[config.mk]
export PLATFORM = sky130hd
export DESIGN_NAME = dram_read_streamer
export DESIGN_NICKNAME = d
export VERILOG_FILES = /design/src/rtl/dram_read_streamer.sv
export SDC_FILE = /design/constraint.sdc
export NUM_CORES = 2
export LEC_CHECK = 0
export CAP_MARGIN = 20
export CORE_MARGIN = 5
export CORE_UTILIZATION = 30
export CTS_BUF_LIST = sky130_fd_sc_hd__clkbuf_2 sky130_fd_sc_hd__clkbuf_4 sky130_fd_sc_hd__clkbuf_8
export DETAILED_ROUTE_END_ITERATION = 16
export GPL_TIMING_DRIVEN = 0
export HOLD_SLACK_MARGIN = 0.02
export SLEW_MARGIN = 10
export SYNTH_ARGS = -nofsm -noshare
export SYNTH_HDL_FRONTEND = slang
export SYNTH_SLANG_ARGS = --single-unit
[constraint.sdc]
create_clock -name clk -period 33.3 [get_ports clk]
set_clock_uncertainty 0.1 [all_clocks]
set_input_delay 6.66 -clock clk [delete_from_list [all_inputs] [get_ports clk]]
set_output_delay 6.66 -clock clk [all_outputs]
set_load 0.03 [all_outputs]
[src/rtl/dram_read_streamer.sv]
// DRAM read streamer: issues pipelined 64-byte line reads for one command and
// serializes each buffered 512-bit response into four 128-bit PCIe beats.
module dram_read_streamer #(
  parameter int PA_WIDTH        = 32,
  parameter int MAX_OUTSTANDING = 4,
  parameter int LINE_BYTES      = 64
) (
  input  logic         clk,
  input  logic         rst_n,
  input  logic         cmd_valid,
  output logic         cmd_ready,
  input  logic [63:0]  cmd_addr,
  input  logic [15:0]  cmd_lines,
  input  logic [15:0]  cmd_slot,
  output logic         mem_req_valid,
  output logic [63:0]  mem_req_addr,
  input  logic         mem_req_grant,
  input  logic         mem_resp_valid,
  input  logic [511:0] mem_resp_data,
  output logic         mem_resp_grant,
  output logic         pcie_valid,
  output logic [127:0] pcie_data,
  output logic [15:0]  pcie_slot,
  output logic         pcie_last,
  input  logic         pcie_grant,
  output logic         busy
);

  localparam int OFS_W = $clog2(LINE_BYTES);
  localparam int PTR_W = $clog2(MAX_OUTSTANDING);
  localparam int CNT_W = PTR_W + 1;

  localparam logic [1:0] ST_IDLE   = 2'd0;
  localparam logic [1:0] ST_STREAM = 2'd1;
  localparam logic [1:0] ST_DRAIN  = 2'd2;

  logic [1:0]          state_q, state_d;
  logic [PA_WIDTH-1:0] addr_q, addr_d;
  logic [15:0]         issue_q, issue_d;
  logic [15:0]         send_q, send_d;
  logic [15:0]         slot_q, slot_d;
  logic [CNT_W-1:0]    inflight_q, inflight_d;
  logic [CNT_W-1:0]    head_q, head_d;
  logic [CNT_W-1:0]    tail_q, tail_d;
  logic [1:0]          beat_q, beat_d;

  logic [511:0] line_mem [MAX_OUTSTANDING];
  logic [511:0] head_line;

  logic streaming, buf_empty, buf_full;
  logic cmd_fire, req_fire, wr_fire, beat_fire, line_done;

  logic unused_addr_bits;
  assign unused_addr_bits = ^{cmd_addr[63:PA_WIDTH], cmd_addr[OFS_W-1:0]};

  // Pointers carry one extra wrap bit so full and empty are distinguishable.
  always_comb begin
    streaming = (state_q == ST_STREAM);
    buf_empty = (head_q == tail_q);
    buf_full  = (head_q[PTR_W] != tail_q[PTR_W]) &&
                (head_q[PTR_W-1:0] == tail_q[PTR_W-1:0]);
    head_line = line_mem[head_q[PTR_W-1:0]];

    // Outputs are gated by rst_n so they read 0 the instant reset asserts.
    cmd_ready      = rst_n && !streaming;
    mem_req_valid  = streaming && (issue_q != 16'd0) &&
                     (inflight_q < CNT_W'(MAX_OUTSTANDING));
    mem_req_addr   = 64'(addr_q);
    mem_resp_grant = rst_n && mem_resp_valid && (!streaming || !buf_full);
    pcie_valid     = streaming && !buf_empty;
    pcie_data      = pcie_valid ? head_line[{beat_q, 7'b0} +: 128] : 128'd0;
    pcie_slot      = slot_q;
    pcie_last      = pcie_valid && (beat_q == 2'd3) && (send_q == 16'd1);
    busy           = (state_q != ST_IDLE);

    cmd_fire  = cmd_valid && cmd_ready;
    req_fire  = mem_req_valid && mem_req_grant;
    wr_fire   = streaming && mem_resp_grant;
    beat_fire = pcie_valid && pcie_grant;
    line_done = beat_fire && (beat_q == 2'd3);
  end

  // NOTE: every always_comb target gets a default first so no latch is inferred.
  always_comb begin
    state_d    = state_q;
    addr_d     = addr_q;
    issue_d    = issue_q;
    send_d     = send_q;
    slot_d     = slot_q;
    inflight_d = inflight_q;
    head_d     = head_q;
    tail_d     = tail_q;
    beat_d     = beat_q;

    if (streaming) begin
      if (line_done && (send_q == 16'd1)) state_d = ST_IDLE;
    end else begin
      // IDLE and the reserved DRAIN encoding both accept commands.
      state_d = ST_IDLE;
      if (cmd_fire) begin
        addr_d  = {cmd_addr[PA_WIDTH-1:OFS_W], {OFS_W{1'b0}}};
        issue_d = cmd_lines;
        send_d  = cmd_lines;
        slot_d  = cmd_slot;
        if (cmd_lines != 16'd0) state_d = ST_STREAM;
      end
    end

    if (req_fire) begin
      addr_d  = addr_q + PA_WIDTH'(LINE_BYTES);
      issue_d = issue_q - 16'd1;
    end

    case ({req_fire, line_done})
      2'b10:   inflight_d = inflight_q + CNT_W'(1);
      2'b01:   inflight_d = inflight_q - CNT_W'(1);
      default: inflight_d = inflight_q;
    endcase

    if (wr_fire) tail_d = tail_q + CNT_W'(1);

    if (beat_fire) beat_d = beat_q + 2'd1;
    if (line_done) begin
      head_d = head_q + CNT_W'(1);
      send_d = send_q - 16'd1;
    end
  end

  // NOTE: sequential state uses non-blocking assignments only, so every flop
  // samples the pre-edge value of every other flop.
  always_ff @(posedge clk or negedge rst_n) begin
    if (!rst_n) begin
      state_q    <= ST_IDLE;
      addr_q     <= '0;
      issue_q    <= '0;
      send_q     <= '0;
      slot_q     <= '0;
      inflight_q <= '0;
      head_q     <= '0;
      tail_q     <= '0;
      beat_q     <= '0;
    end else begin
      state_q    <= state_d;
      addr_q     <= addr_d;
      issue_q    <= issue_d;
      send_q     <= send_d;
      slot_q     <= slot_d;
      inflight_q <= inflight_d;
      head_q     <= head_d;
      tail_q     <= tail_d;
      beat_q     <= beat_d;
    end
  end

  // NOTE: the line buffer has no reset; cleared pointers make its contents
  // unobservable, and leaving it out keeps it mappable to plain RAM.
  always_ff @(posedge clk) begin
    if (wr_fire) line_mem[tail_q[PTR_W-1:0]] <= mem_resp_data;
  end

endmodule

=== Word-level counts from Yosys, hierarchy flattened ===
Memories as Yosys holds them, arrays and structs flattened.
Cells that the tools add are included.

* Add/subtract/negate cells: 8
* Multiply operators: 0
* Div/mod/pow operators: 0
* $lt $le $gt $ge: 1
* Equal/unequal tests: 11
* Shifts and indexed selects: 1
* Muxes and demuxes: 15
* Bitwise gates (word level): 1
* Reductions and logical operators: 28

{| class="wikitable"
|+ Operators by type and width
! cell !! number
|-
| $shiftx A512 B10 Y128 || 1
|-
| $mux W128 || 1
|-
| $mux W32 || 3
|-
| $mux W16 || 4
|-
| $add A32 B7 Y32 const B || 1
|-
| $reduce_bool A16 Y1 || 2
|-
| $sub A16 B1 Y16 const B || 2
|-
| $eq A16 B1 Y1 const B || 1
|-
| $logic_and A1 B1 Y1 || 15
|-
| $add A3 B1 Y3 const B || 3
|-
| $reduce_bool A2 Y1 || 4
|-
| $ne A2 B1 Y1 const B || 3
|-
| $pmux W3 S2 || 1
|-
| $reduce_and A2 Y1 || 3
|-
| $eq A2 B1 Y1 const B || 2
|-
| $eq A2 B2 Y1 const B || 2
|-
| $mux W1 || 4
|-
| $mux W2 || 2
|-
| $eq A3 B3 Y1 || 1
|-
| $logic_not A1 Y1 || 3
|-
| $lt A3 B3 Y1 const B || 1
|-
| $sub A3 B1 Y3 const B || 1
|-
| $add A2 B1 Y2 const B || 1
|-
| $eq A2 B2 Y1 || 1
|-
| other kinds (3) || 3
|}

* Bits in registers: 93
* Bits in latches: 0
* RAM bits: 2,048
* Memory bits (read-only): 0
* Input port bits: 614
* Memories kept: 1

{| class="wikitable"
|+ Memory list
! name !! words !! bits a word !! read ports !! clocked after Yosys merged registers in !! wr ports !! RTL line !! source
|-
| line_mem || 4 || 512 || 1 || 0 || 1 || 47 || <nowiki>logic [511:0] line_mem [MAX_OUTSTANDING];</nowiki>
|}

=== Depth between registers and ports, before layout ===
* Word-level depth: 8
* Gate-level depth with buffers: 15
* Gate-level depth less buffers: 12

=== Worst setup path before layout ===
No wires, ideal clock.

* Path type: input-to-reg
* From: input port rst_n
* To: memory line_mem[3][0] (enable)
* Library setup time: 0.945 ns
* Data arrival time: 18.759 ns
* Required time: 32.255 ns
* Slack: 13.496 ns
* Stages on the path: 3
* Cell sequence: nand2_1 -> nor3_1 -> and2_1

* Word-level cells in the longest chain between the ends: 5

{| class="wikitable"
|+ RTL lines
! what !! RTL line !! source
|-
| start, declared || 9 || <nowiki>input logic rst_n,</nowiki>
|-
| $logic_and A1 B1 Y1 (2 in series) || 69 || <nowiki>mem_resp_grant = rst_n && mem_resp_valid && (!streaming || !buf_full);</nowiki>
|-
| $logic_and A1 B1 Y1 || 78 || <nowiki>wr_fire = streaming && mem_resp_grant;</nowiki>
|-
| $mux W1 || 158 || <nowiki>if (wr_fire) line_mem[tail_q[PTR_W-1:0]] <= mem_resp_data;</nowiki>
|-
| $mux W1 (not written as such) || 158 ||
|-
| end, declared || 47 ||
|}

Every way passes these cells.

=== Final worst setup path ===
* From: input port rst_n
* To: output port mem_resp_grant

* Word-level cells in the longest chain between the ends: 2

{| class="wikitable"
|+ RTL lines
! what !! RTL line !! source
|-
| $logic_and A1 B1 Y1 (2 in series) || 69 ||
|-
| end, declared || 20 || <nowiki>output logic mem_resp_grant,</nowiki>
|}

Every way passes these cells.

==> impl_metrics.py <==
metrics = {
    "outcome": {
        "outcome": "completed",
    },
    "sta": {
        "maxSlewViolCount": 0,
        "fin_ws_ns": 17.87,
        "fin_crit_sh": 0.463,
        "period_minus_slack_ns": 15.43,
        "finalSetupViolations": 0,
        "hold_violations": 0,
        "setup_tns_ns": 0,
        "tightest_slew_ns": 1.13,
        "hold_ws_ns": 0.377,
        "grt_setup_unrepaired": "false",
        "max_slew_margin": 0.246,
        "fmax_mhz": 64.8,
    },
    "floorplan": {
        "num_rows": 192,
        "start_util": 0.301,
        "die_height_um": 534,
        "die_area_um2": 285000,
        "fp.dieW_um": 534,
        "fp.coreArea_um2": 274000,
        "pin_count": 828,
    },
    "placed_design": {
        "dp.cells": 7979,
        "port_buffers": 751,
        "globalplace.congestion": 0.926,
        "dp_slack_ns": 17.85,
        "dp_hpwl_mm": 166,
        "placed_cell_area_um2": 96300,
    },
    "layout": {
        "fill_cells": 24700,
        "areaGrowthSynthToFinish_pct": 26.0,
        "final_cell_mix": "2048 x edfxtp_1, 750 x clkdlybuf4s50_1, 640 x mux4_2, 366 x clkbuf_8, 131 x and2_1",
        "final_area_um2": 104000,
        "nets": 5388,
        "final_common_cell": "edfxtp_1",
        "layout-drive-gt1-share": 0.281,
        "stdcell_count": 8691,
    },
    "detailed_routing": {
        "drt-vias-per-instance": 4.81,
        "wl_per_cell_um": 27.6,
        "ant_nets": 0,
        "routed_wirelength_mm": 240,
        "firstDrtPassIters": 6,
        "drc_errors": 0,
        "via_count": 41800,
        "drt-initial-drc-count": 3115,
    },
    "min_path": {
        "min_to": "inflight_q[0]",
        "min-delay-start": "inflight_q[0]",
        "min_path_type": "flop to flop",
        "hold_depth": 1,
    },
    "global_route": {
        "globalRoute.totalOverflow": 0,
        "track_usage": 0.165,
        "grt_max_degree": 49,
        "grt_pass1_vias": 44400,
        "grt_pass1_wl_mm": 337,
        "antenna_found_initial": 124,
    },
    "critical_path": {
        "cp.depth": 4,
        "worstSetupEndpointType": "primary output",
        "startpoint_type": "input pin",
        "regToRegEndpoint": "line_mem[0][330]",
        "path_delay_family": "buffers and inverters",
        "arrival_ns": 8.67,
        "path_max_fanout": 44,
        "worstPathRequired_ns": 26.54,
        "cpPeakStageDelay_ns": 0.82,
        "ff2ff_path_depth": 10,
        "path_class": "input pin to primary output",
        "cpMaxStageDelayCell": "clkdlybuf4s50_1",
        "ff2ff_setup_slack_ns": 28.10,
        "cp_cell_sequence": "buf_4 > nand2_1 > a21oi_1 > clkdlybuf4s50_1",
        "cp_num_buf_inv": 2,
        "r2r-start": "head_q[1]",
    },
    "power_and_ir_drop": {
        "p_comb_frac": 0.368,
        "p_switching_uw": 3040,
        "p_leak_uw": 0.0332,
        "peakVddDrop_uv": 79.5,
        "power_frac_clock": 0.264,
        "power.share.switching": 0.335,
        "power_frac_seq": 0.368,
        "intPower_uw": 6050,
        "p_per_area_nw_per_um2": 87.6,
    },
    "logic_synthesis": {
        "ys_types": 64,
        "yosys.area_share.simple": 0.0240,
        "synth_top_family_by_area": "multiplexers",
        "synthCells": 3532,
        "postSynthAreaPerCell_um2": 23.3,
        "yosysWarnings": 0,
        "synth_seq_cells": 2134,
        "muxShareOfSynthArea": 0.175,
        "synth_compound_area_frac": 0.0112,
        "async_flop_share": 0.0403,
        "synth_edf_count": 2048,
        "synth_area_um2": 82400,
        "yosysSeqAreaShare": 0.773,
        "ys.flop_type": "edfxtp_1",
        "synth-adder-area-share": 0.00191,
        "synth-xor-area-share": 0.00117,
    },
    "cts": {
        "clockRootBuffer": "clkbuf_8",
        "postCtsHoldBufs": 0,
        "cts_resized": 0,
        "post_cts_buffers": 0,
        "numCtsBuffers": 366,
        "htree_levels": 5,
        "clockBufferDepth": 4,
        "clkTransAtPathRegs_ns": 0.06,
        "clock_latency_ns": 1.00,
        "cts.sinks": 2134,
        "cts_tree": "done",
    },
    "flow_run": {
        "max-cap-violations": 0,
    },
}
-- cell families (layout without fill, tap and decap cells) --
family	after synthesis	after routing
adder cells (fa/ha/maj)	12	12
AND/OR/NAND/NOR	366	366
AO/OA/AOI/OAI	126	126
XOR/XNOR	11	11
flip-flops	2134	2134
other	1	84
multiplexers	643	643
buffers and inverters	239	1726
-- routing by layer --
metal	up-vias	wire length, um	global-route usage
li1	17600	-	-
met1	22100	95100	0.206
met2	1544	118000	0.276
met3	519	18100	0.0456
met4	56	8460	0.0579
met5	-	370	0
-- synthesized netlist by cell type (12+ instances only) --
master,count,area share
a21oi_1,23,0.0014
a221o_1,12,0.0015
nand4_1,12,0.00091
nor3_1,20,0.0012
nand2_1,89,0.0041
and2_1,135,0.010
o21ai_0,18,0.0011
buf_1,22,0.0010
edfxtp_1,2048,0.75
dfrtp_1,86,0.026
buf_2,57,0.0035
nor2_1,32,0.0015
clkbuf_1,100,0.0046
nand3_1,24,0.0015
buf_4,39,0.0036
nor4_1,14,0.0011
inv_1,19,0.00087
mux4_2,640,0.17
-- cell type report --
cell class / instances / area, um^2 / share of cell area
Clock inverter: 178 / 1450 / 0.0140
Inverter: 20 / 75.1 / 0.000723
Buffer: 219 / 1070 / 0.0103
Timing Repair Buffer: 825 / 9280 / 0.0894
Tap cell: 3589 / 4490 / 0.0433
Sequential cell: 2134 / 63700 / 0.613
Multi-Input combinational cell: 1196 / 17800 / 0.171
Clock buffer: 484 / 5920 / 0.0571
Antenna cell: 46 / 115 / 0.00111
-- power by group through the flow --
stage | combinational (uW) | sequential, uW | clock, uW
floorplan | 1940 | 3570 | 0
global placement | 3330 | 3720 | 0
detailed placement | 3440 | 3400 | 0
CTS | 3450 | 3350 | 2480
global route | 3550 | 3370 | 2610
finish | 3350 | 3340 | 2400
-- through the flow --
step | util | total power [uW]
after floorplan | - | 5510
after global placement | 0.345 | 7050
after detailed placement | 0.352 | 6840
after CTS | 0.379 | 9280
after global routing | 0.379 | 9530
final | 0.379 | 9090
-- worst max-delay path by stage --
stage,from,endpoint,slack (ns)
4_1_cts,rst_n,mem_resp_grant,17.84
5_1_grt,rst_n,mem_resp_grant,17.75
3_3_place_gp,rst_n,line_mem[0][334],-2.89
2_1_floorplan,rst_n,line_mem[3][0],13.50
3_5_place_dp,rst_n,mem_resp_grant,17.85
6_report,rst_n,mem_resp_grant,17.87
-- registers in the layout, summed over array words and instances (netlist names) --
register,flops
pcie_slot,16
line_mem,2048
state_q,1
issue_q,16
addr_q,26
beat_q,2
tail_q,3
inflight_q,3
head_q,3
send_q,16
Power figures use the tool's default switching activity.
